==> src/rtl/serial_align_ctrl_pkg.sv <==
// Shared definitions for the serial byte-alignment path: FSM state
// encodings, the default comma character and the occurrence-counter width.
package serial_align_ctrl_pkg;

  // Encoding 3 is never entered deliberately; the FSM maps it back to HUNT.
  typedef enum logic [1:0] {
    ST_HUNT = 2'd0,
    ST_SYNC = 2'd1,
    ST_LOCK = 2'd2,
    ST_BAD  = 2'd3
  } state_e;

  localparam logic [7:0] K_COMMA = 8'hBC;
  localparam int         CNT_W   = 4;

  // Saturating increment for the comma / misaligned-comma counters.
  function automatic logic [CNT_W-1:0] sat_inc(input logic [CNT_W-1:0] v);
    return (v == {CNT_W{1'b1}}) ? v : v + 1'b1;
  endfunction

endpackage

==> src/rtl/s2p_shift_window.sv <==
// Serial shift register plus the combinational byte window that ends with
// the bit currently on the input. Shared with the serializer checker.
module s2p_shift_window
  import serial_align_ctrl_pkg::*;
#(
  parameter int WIDTH = 8
) (
  input  logic             i_clk,
  input  logic             i_rst,
  input  logic             i_bit,
  output logic [WIDTH-1:0] o_window
);

  // Only the newest WIDTH-1 bits are ever needed to form the window, so the
  // oldest bit of the byte is not kept.
  logic [WIDTH-2:0] r_sr;

  // Shift one bit in per clock, MSB first.
  always_ff @(posedge i_clk) begin
    // NOTE: state is always written with <= so every flop samples the
    // pre-edge values regardless of statement order.
    if (i_rst) r_sr <= '0;
    else       r_sr <= {r_sr[WIDTH-3:0], i_bit};
  end

  assign o_window = {r_sr, i_bit};

endmodule

==> src/rtl/serial_align_ctrl.sv <==
// Byte-alignment controller: hunts for the comma in the serial stream,
// acquires lock after LOCK_COUNT aligned commas, delivers aligned bytes while
// locked and drops lock after LOSS_COUNT misaligned commas.
module serial_align_ctrl
  import serial_align_ctrl_pkg::*;
#(
  parameter int               WIDTH      = 8,
  parameter logic [WIDTH-1:0] COMMA      = K_COMMA,
  parameter int               LOCK_COUNT = 2,
  parameter int               LOSS_COUNT = 3
) (
  input  logic             CLK,
  input  logic             RESET,
  input  logic             DATA_IN,
  output logic [WIDTH-1:0] DATA_OUT,
  output logic             VALID_OUT,
  output logic             COMMA_OUT,
  output logic             LOCKED,
  output logic [1:0]       STATE_OUT
);

  localparam int               BIT_W         = (WIDTH > 1) ? $clog2(WIDTH) : 1;
  localparam logic [BIT_W-1:0] BIT_LAST      = BIT_W'(WIDTH - 1);
  localparam logic [CNT_W-1:0] LOCK_CNT_V    = CNT_W'(LOCK_COUNT);
  localparam logic [CNT_W-1:0] LOSS_CNT_V    = CNT_W'(LOSS_COUNT);
  localparam bit               LOCK_ON_FIRST = (LOCK_COUNT == 1);

  state_e           r_state;
  logic [BIT_W-1:0] r_bit_cnt;
  logic [CNT_W-1:0] r_comma_cnt;
  logic [CNT_W-1:0] r_mis_cnt;
  logic [WIDTH-1:0] r_data;
  logic             r_valid;
  logic             r_comma;

  logic [WIDTH-1:0] w_window;
  logic             w_is_comma;
  logic             w_boundary;
  logic [BIT_W-1:0] w_bit_cnt_inc;
  logic [CNT_W-1:0] w_comma_inc;
  logic [CNT_W-1:0] w_mis_inc;

  state_e           w_state_nxt;
  logic [BIT_W-1:0] w_bit_cnt_nxt;
  logic [CNT_W-1:0] w_comma_cnt_nxt;
  logic [CNT_W-1:0] w_mis_cnt_nxt;
  logic [WIDTH-1:0] w_data_nxt;
  logic             w_valid_nxt;
  logic             w_comma_nxt;

  s2p_shift_window #(
    .WIDTH (WIDTH)
  ) u_window (
    .i_clk    (CLK),
    .i_rst    (RESET),
    .i_bit    (DATA_IN),
    .o_window (w_window)
  );

  assign w_is_comma    = (w_window == COMMA);
  assign w_boundary    = (r_bit_cnt == BIT_LAST);
  assign w_bit_cnt_inc = w_boundary ? '0 : r_bit_cnt + 1'b1;
  assign w_comma_inc   = sat_inc(r_comma_cnt);
  assign w_mis_inc     = sat_inc(r_mis_cnt);

  // State register; reset wins over any transition in progress.
  always_ff @(posedge CLK) begin
    if (RESET) r_state <= ST_HUNT;
    else       r_state <= w_state_nxt;
  end

  // Next-state, counter and output-strobe decisions for the current cycle.
  always_comb begin
    // NOTE: every variable gets a default before the case so no path leaves
    // one unassigned and no latch is inferred.
    w_state_nxt     = r_state;
    w_bit_cnt_nxt   = w_bit_cnt_inc;
    w_comma_cnt_nxt = r_comma_cnt;
    w_mis_cnt_nxt   = r_mis_cnt;
    w_data_nxt      = r_data;
    w_valid_nxt     = 1'b0;
    w_comma_nxt     = 1'b0;

    case (r_state)
      ST_HUNT: begin
        // Any comma is a candidate boundary: realign the bit counter to it.
        if (w_is_comma) begin
          w_bit_cnt_nxt   = '0;
          w_comma_cnt_nxt = CNT_W'(1);
          if (LOCK_ON_FIRST) begin
            w_state_nxt   = ST_LOCK;
            w_mis_cnt_nxt = '0;
          end else begin
            w_state_nxt   = ST_SYNC;
          end
        end
      end

      ST_SYNC: begin
        // Only commas on the candidate boundary count toward lock.
        if (w_boundary) begin
          if (w_is_comma) begin
            w_comma_cnt_nxt = w_comma_inc;
            if (w_comma_inc >= LOCK_CNT_V) begin
              w_state_nxt   = ST_LOCK;
              w_mis_cnt_nxt = '0;
            end
          end else begin
            w_state_nxt = ST_HUNT;
          end
        end
      end

      ST_LOCK: begin
        // A misaligned comma takes priority over delivery; the two cannot
        // actually coincide because a cycle is a boundary or it is not.
        if (w_is_comma && !w_boundary) begin
          w_mis_cnt_nxt = w_mis_inc;
          if (w_mis_inc == LOSS_CNT_V) w_state_nxt = ST_HUNT;
        end else if (w_boundary) begin
          w_data_nxt  = w_window;
          w_valid_nxt = 1'b1;
          w_comma_nxt = w_is_comma;
          if (w_is_comma) w_mis_cnt_nxt = '0;
        end
      end

      default: w_state_nxt = ST_HUNT;
    endcase
  end

  // Counters and output registers; data is held across a drop to HUNT.
  always_ff @(posedge CLK) begin
    if (RESET) begin
      r_bit_cnt   <= '0;
      r_comma_cnt <= '0;
      r_mis_cnt   <= '0;
      r_data      <= '0;
      r_valid     <= 1'b0;
      r_comma     <= 1'b0;
    end else begin
      r_bit_cnt   <= w_bit_cnt_nxt;
      r_comma_cnt <= w_comma_cnt_nxt;
      r_mis_cnt   <= w_mis_cnt_nxt;
      r_data      <= w_data_nxt;
      r_valid     <= w_valid_nxt;
      r_comma     <= w_comma_nxt;
    end
  end

  assign DATA_OUT  = r_data;
  assign VALID_OUT = r_valid;
  assign COMMA_OUT = r_comma;
  assign LOCKED    = (r_state == ST_LOCK);
  assign STATE_OUT = r_state;

endmodule

==> config.mk <==
export PLATFORM = sky130hd
export DESIGN_NAME = serial_align_ctrl
export DESIGN_NICKNAME = d
export VERILOG_FILES = /design/src/rtl/serial_align_ctrl_pkg.sv /design/src/rtl/s2p_shift_window.sv /design/src/rtl/serial_align_ctrl.sv
export SDC_FILE = /design/constraint.sdc
export NUM_CORES = 1
export LEC_CHECK = 0
export BUFFER_PORTS_ARGS = -buffer_cell sky130_fd_sc_hd__buf_4
export CAP_MARGIN = 10
export CELL_PAD_IN_SITES_DETAIL_PLACEMENT = 1
export CELL_PAD_IN_SITES_GLOBAL_PLACEMENT = 2
export CORE_UTILIZATION = 30
export DETAILED_ROUTE_END_ITERATION = 16
export MAX_ROUTING_LAYER = met4
export PLACE_DENSITY_LB_ADDON = 0.1
export SYNTH_ARGS = -nofsm -noshare
export SYNTH_HDL_FRONTEND = slang
export SYNTH_HIERARCHICAL = 1
export SYNTH_SLANG_ARGS = --single-unit
==> constraint.sdc <==
create_clock -name CLK -period 2.51 [get_ports CLK]
set_input_delay 0.3765 -clock CLK [delete_from_list [all_inputs] [get_ports CLK]]
set_output_delay 0.3765 -clock CLK [all_outputs]
set_load 0.1 [all_outputs]
Yosys cells after proc, flatten, opt, wreduce, memory -nomap -nowiden. Cells that the tools add are included.

Bits in registers: 30. Latch bits: 0. Memory bits (writable): 0. Bits in read-only memories: 0. Input port bits: 3. Output and inout bits: 13. Word-level logic and storage cells: 66. Memories: 0.

Add/subtract/negate cells: 3. Multiply operators: 0. Div/mod/pow operators: 0. $lt $le $gt $ge: 1. Equality and inequality tests: 16. Shifts and indexed selects: 0. Mux-type cells: 24. Bitwise gates (word level): 3. Reduce and logical (&&, ||, !) cells: 11.

Operators with widths (count): 4-bit 2-to-1 mux (11); 4-bit one-hot mux with 2 select lines (2); 2-bit 2-to-1 mux (6); 3-bit 2-to-1 mux (3); 4-bit by 1-bit adder with 4-bit output, second input constant (2); 4-bit == test, second input constant (2); 8-bit == test, second input constant (1); 2-bit != test, second input constant (4); 3-bit by 1-bit != test with 1-bit output, second input constant (2); 2-bit one-hot mux with 3 select lines (1); 6-bit AND reduction (1); 5-bit AND reduction (1); 4-bit by 2-bit == test with 1-bit output, second input constant (1); 4-bit by 2-bit greater-or-equal comparator with 1-bit output, second input constant (1); 2-bit by 1-bit != test with 1-bit output, second input constant (2); 4-bit AND reduction (1); 2-bit nonzero test (2); 4-bit OR reduction (1); 3-bit by 1-bit adder with 3-bit output, second input constant (1); 3-bit == test, second input constant (1); 3-bit != test, second input constant (1); 1-bit NOT (3); 3-bit AND reduction (1); 3-bit OR reduction (1); 6 further kinds (6).

Longest topological paths before layout.
Depth after elaboration: 7. Depth in mapped cells: 8. Mapped depth without buffers: 7.

Modules after synthesis. The synthesis kept the hierarchy.

Modules (own cells, without submodules): serial_align_ctrl (instances 1, cells an instance 140, area an instance 1188.6 um2, seq. area each 460.4 um2); s2p_shift_window (instances 1, cells an instance 15, area an instance 191.4 um2, seq. area each 140.1 um2).

Worst setup path before layout. OpenSTA, ideal clock, no wires.

Path type: reg-to-reg. Start point: register r_state[1], in the netlist STATE_OUT[1]. End point: register r_state[0], in the netlist STATE_OUT[0]. Setup time: 0.072 ns. Arrival time: 2.857 ns. Data required time: 2.438 ns. Slack: -0.419 ns. Stages on the path, launching flop included: 7. Path buffers: 0. Period minus slack after synthesis: 2.929 ns. Cells stage by stage: dfxtp_1 > ha_1 > nand2_1 > nand3_1 > a211oi_1 > o21ai_0 > mux2i_1.

Cells in the longest elaborated chain, start to end: 3. Elaborated cells on any way between the ends: 10. Classes of those cells: eq/ne (7); mux (1); reduce/logical (2).

RTL lines: start: declaration (RTL line serial_align_ctrl.sv:28) `state_e r_state;`; start signal: assignment (RTL line serial_align_ctrl.sv:69) `else r_state <= w_state_nxt;`; 2-bit == test *; net LOCKED (RTL line serial_align_ctrl.sv:18) `output logic LOCKED,`; 2-bit by 1-bit != test with 1-bit output (no source line); 5-bit AND reduction (no source line).

Mark *: on every way through the listed nets, which the timed path passes. The rest lies on a longest branch. A chain may end at the register's enable or synchronous reset.

Worst setup path after layout.
Start point: register r_state[0], in the netlist STATE_OUT[0]. End point: register r_state[1], in the netlist STATE_OUT[1].

Cells in the longest elaborated chain, start to end: 3. Elaborated cells on any way between the ends: 10. Classes of those cells: eq/ne (7); mux (1); reduce/logical (2).

RTL lines: 2-bit by 1-bit == test with 1-bit output, or another cell as far along (RTL line serial_align_ctrl.sv:84) `case (r_state)`; 3-bit != test (no source line), or another cell as far along; 5-bit AND reduction (no source line).

Parallel ways exist; a longest one is shown, timed or not.

==> results.py <==
metrics = {
    "final_layout": {
        "final_cell_area_sq_mm": 0.001640,
        "final_util": 0.3741,
        "nets": 184,
        "drive_gt1_frac": 0.1667,
        "diodes": 0,
        "area.growth.synth_to_final_pct": 18.86,
    },
    "critical_path": {
        "ff2ff_path_depth": 6,
        "r2r-start": "STATE_OUT[0]",
        "worstSetupStartpointType": "register",
        "cp_max_fo": 10,
        "cp-startpoint": "STATE_OUT[0]",
        "worstPathRequired_ns": 2.71,
        "critPathBufInv": 0,
        "r2r-end": "STATE_OUT[1]",
        "path_delay_family": "compound AO/OA/AOI/OAI gates",
        "cp-end-kind": "register",
        "cp_slowest_cell": "ha_1",
        "cp_slowest_stage_delay_ns": 0.40,
        "critical_path_class": "reg2reg",
        "critPathArrivalTime_ns": 2.19,
        "worstPathCellList": "ha_1 > nand4bb_1 > nor3_1 > a211oi_1 > o21ai_0 > mux2i_1",
        "r2r_slack_ns": 0.52,
    },
    "routing": {
        "drt_wl_total_um": 3201,
        "final_antenna_net_count": 0,
        "route.detailed.drc": 0,
        "wl_per_cell_um": 14.16,
        "vias_per_cell": 5.035,
        "first_pass_iters": 2,
        "drt-initial-drc-count": 25,
        "routed-via-count": 1138,
    },
    "place": {
        "gpl.final_weighted_congestion": 0.7274,
        "place_area_sq_mm": 0.001549,
        "dp_hpwl_um": 2343,
        "port_buffers": 15,
        "dp_worst_setup_slack_ns": 0.5498,
    },
    "clock_tree": {
        "cts_setup_buffers": 0,
        "cts_root_buffer": "clkbuf_8",
        "cts_buffer_depth": 2,
        "path_clk_slew_ns": 0.06,
        "clkSinkCount": 30,
        "cts_hold_buffers": 0,
        "cts_tree": "yes",
        "cts_resized": 0,
        "htree_num_levels": 2,
        "cts_inserted_buffers": 5,
        "clock_latency_ns": 0.28,
    },
    "floorplan": {
        "initial_core_util": 0.3148,
        "fp.dieW_um": 69.83,
        "rows": 24,
        "die_h_um": 69.83,
        "io_pins": 16,
        "dieArea_sq_mm": 0.004876,
        "core_sq_mm": 0.004384,
    },
    "sta": {
        "post-route-min-period_ns": 1.988,
        "hold_viol_final": 0,
        "max_freq_mhz": 503.1,
        "tightest_slew_ns": 0.4462,
        "slew_viol_final": 0,
        "grt_setup_unrepaired": "false",
        "tns_ns": 0,
        "setup_viol": 0,
        "clock_skew_ns": 0.003781,
        "fin_crit_sh": 0.7919,
        "relSlewSlack": 0.6994,
        "fin_ws_ns": 0.5222,
    },
    "logic_synthesis": {
        "synth_flop_cell": "dfxtp_1",
        "ys_seq_area_frac": 0.4352,
        "synth_seq_cells": 30,
        "syn-num-nets": 166,
        "async_flop_share": 0,
        "synthesis.instances": 155,
        "synth_edf_count": 0,
        "synth.distinct_cells": 37,
        "synth_area_sq_mm": 0.001380,
        "yosys_warnings": 6,
        "syn_avg_cell_area_sq_um": 8.904,
    },
    "power_and_ir_drop": {
        "internal_power_mw": 0.7136,
        "leakage_nw": 0.6114,
        "combinationalPowerShare": 0.026,
        "vdd_drop_max_mv": 0.3149,
        "swShare": 0.2131,
        "switchingPower_mw": 0.1933,
        "p_seq_frac": 0.536,
        "p_per_area_mw_per_mm2": 552.9,
        "power.share.clock": 0.437,
    },
    "run_status": {
        "status": "finished clean",
    },
    "worst_hold_path": {
        "min_delay_path_depth": 2,
        "hold_path_class": "in2reg",
        "min_to": "u_window/r_sr[0]",
        "min-delay-start": "DATA_IN",
    },
    "global_routing": {
        "grt_max_degree": 29,
        "antenna_found_initial": 0,
        "grt_pass1_vias": 1201,
        "grt_overflow": 0,
        "grt.total_usage": 0.1535,
        "grt_pass1_wl_um": 5678,
    },
    "job": {
        "maxCapViolations": 0,
    },
}
## cells by family after synthesis
group           after synthesis  share of synthesized area
xor+xnor                      2                    0.01269
simple gates                 65                     0.2666
fa+ha+maj                     8                    0.07253
flops                        30                     0.4352
buf+inv                      13                    0.03898
mux                           3                    0.02176
compound gates               34                     0.1523
## how the worst max path moves through the flow
stage                    to  slack, ns  cells after the start
3_3_place_gp   STATE_OUT[1]       0.61                      6
3_5_place_dp   STATE_OUT[1]       0.55                      6
5_1_grt        STATE_OUT[1]       0.36                      6
6_report       STATE_OUT[1]       0.52                      6
2_1_floorplan  STATE_OUT[1]       0.08                      7
4_1_cts        STATE_OUT[1]       0.52                      6
## layer usage
| metal | vias up | GRT usage | routed length (um) |
|---|---|---|---|
| met5 | - | - | 0 |
| met4 | 0 | 0.06000 | 36 |
| met3 | 4 | 0.04506 | 93 |
| met2 | 14 | 0.2532 | 1548 |
| met1 | 545 | 0.1746 | 1523 |
| li1 | 575 | - | - |
## power by group through the flow
stage                     Combinational, mW  Clock (mW)  Sequential [mW]
after floorplan                      0.0173           0            0.496
after global placement               0.0233           0            0.497
after detailed placement             0.0241           0            0.497
after CTS                            0.0243       0.420            0.487
after global routing                 0.0274       0.452            0.487
final                                0.0237       0.397            0.486
## through the flow
step / cells / hold slack (ns) / power (mW)
finish: 226 / 0.3681 / 0.9069
detailed placement: 218 / 0.4219 / 0.5214
global placement: 218 / 0.4125 / 0.5202
global route: 226 / 0.3679 / 0.9660
floorplan: 155 / 0.4042 / 0.5133
CTS: 226 / 0.3390 / 0.9310
## cells in the mapped netlist, types with 2 or more instances
cell type | number | area share
nand4bb_1 | 2 | 0.016
dfxtp_1 | 30 | 0.44
o21ai_1 | 2 | 0.0073
a211oi_1 | 3 | 0.016
mux2i_1 | 3 | 0.022
nand2b_1 | 7 | 0.032
nand3_1 | 5 | 0.018
nor2b_1 | 7 | 0.032
nand2_1 | 22 | 0.060
o21ai_0 | 5 | 0.018
a21oi_1 | 16 | 0.058
nor3_1 | 6 | 0.022
inv_1 | 7 | 0.019
a21o_1 | 2 | 0.011
ha_1 | 8 | 0.073
nand4b_1 | 2 | 0.013
nor2_1 | 5 | 0.014
clkbuf_1 | 4 | 0.011
## registers in the layout, summed over array words and instances, names as in the netlist
signal	count
r_comma_cnt	4
DATA_OUT	8
COMMA_OUT	1
VALID_OUT	1
u_window/r_sr	7
STATE_OUT	2
r_mis_cnt	4
r_bit_cnt	3
## cell usage in the layout, fill, tap and decap left out, types with 3 or more instances in the layout
cell       n
a211oi_1   3
a21oi_1   16
buf_4     17
clkbuf_8   6
dfxtp_1   29
ha_1       7
inv_1      7
mux2i_1    3
nand2_1   22
nand2b_1   7
nand3_1    5
nor2_1     5
nor2b_1    7
nor3_1     6
o21ai_0    5
## layout make-up
| class | count | area [sq um] |
|---|---|---|
| clock inverter | 1 | 5.005 |
| sequential | 30 | 601.8 |
| tap | 52 | 65.06 |
| timing repair buffer | 17 | 127.6 |
| inverter | 7 | 26.28 |
| clock buffer | 7 | 86.33 |
| fill | 546 | 2744 |
| multi-input combinational | 112 | 728.2 |
(Power assumes the default switching activity.)
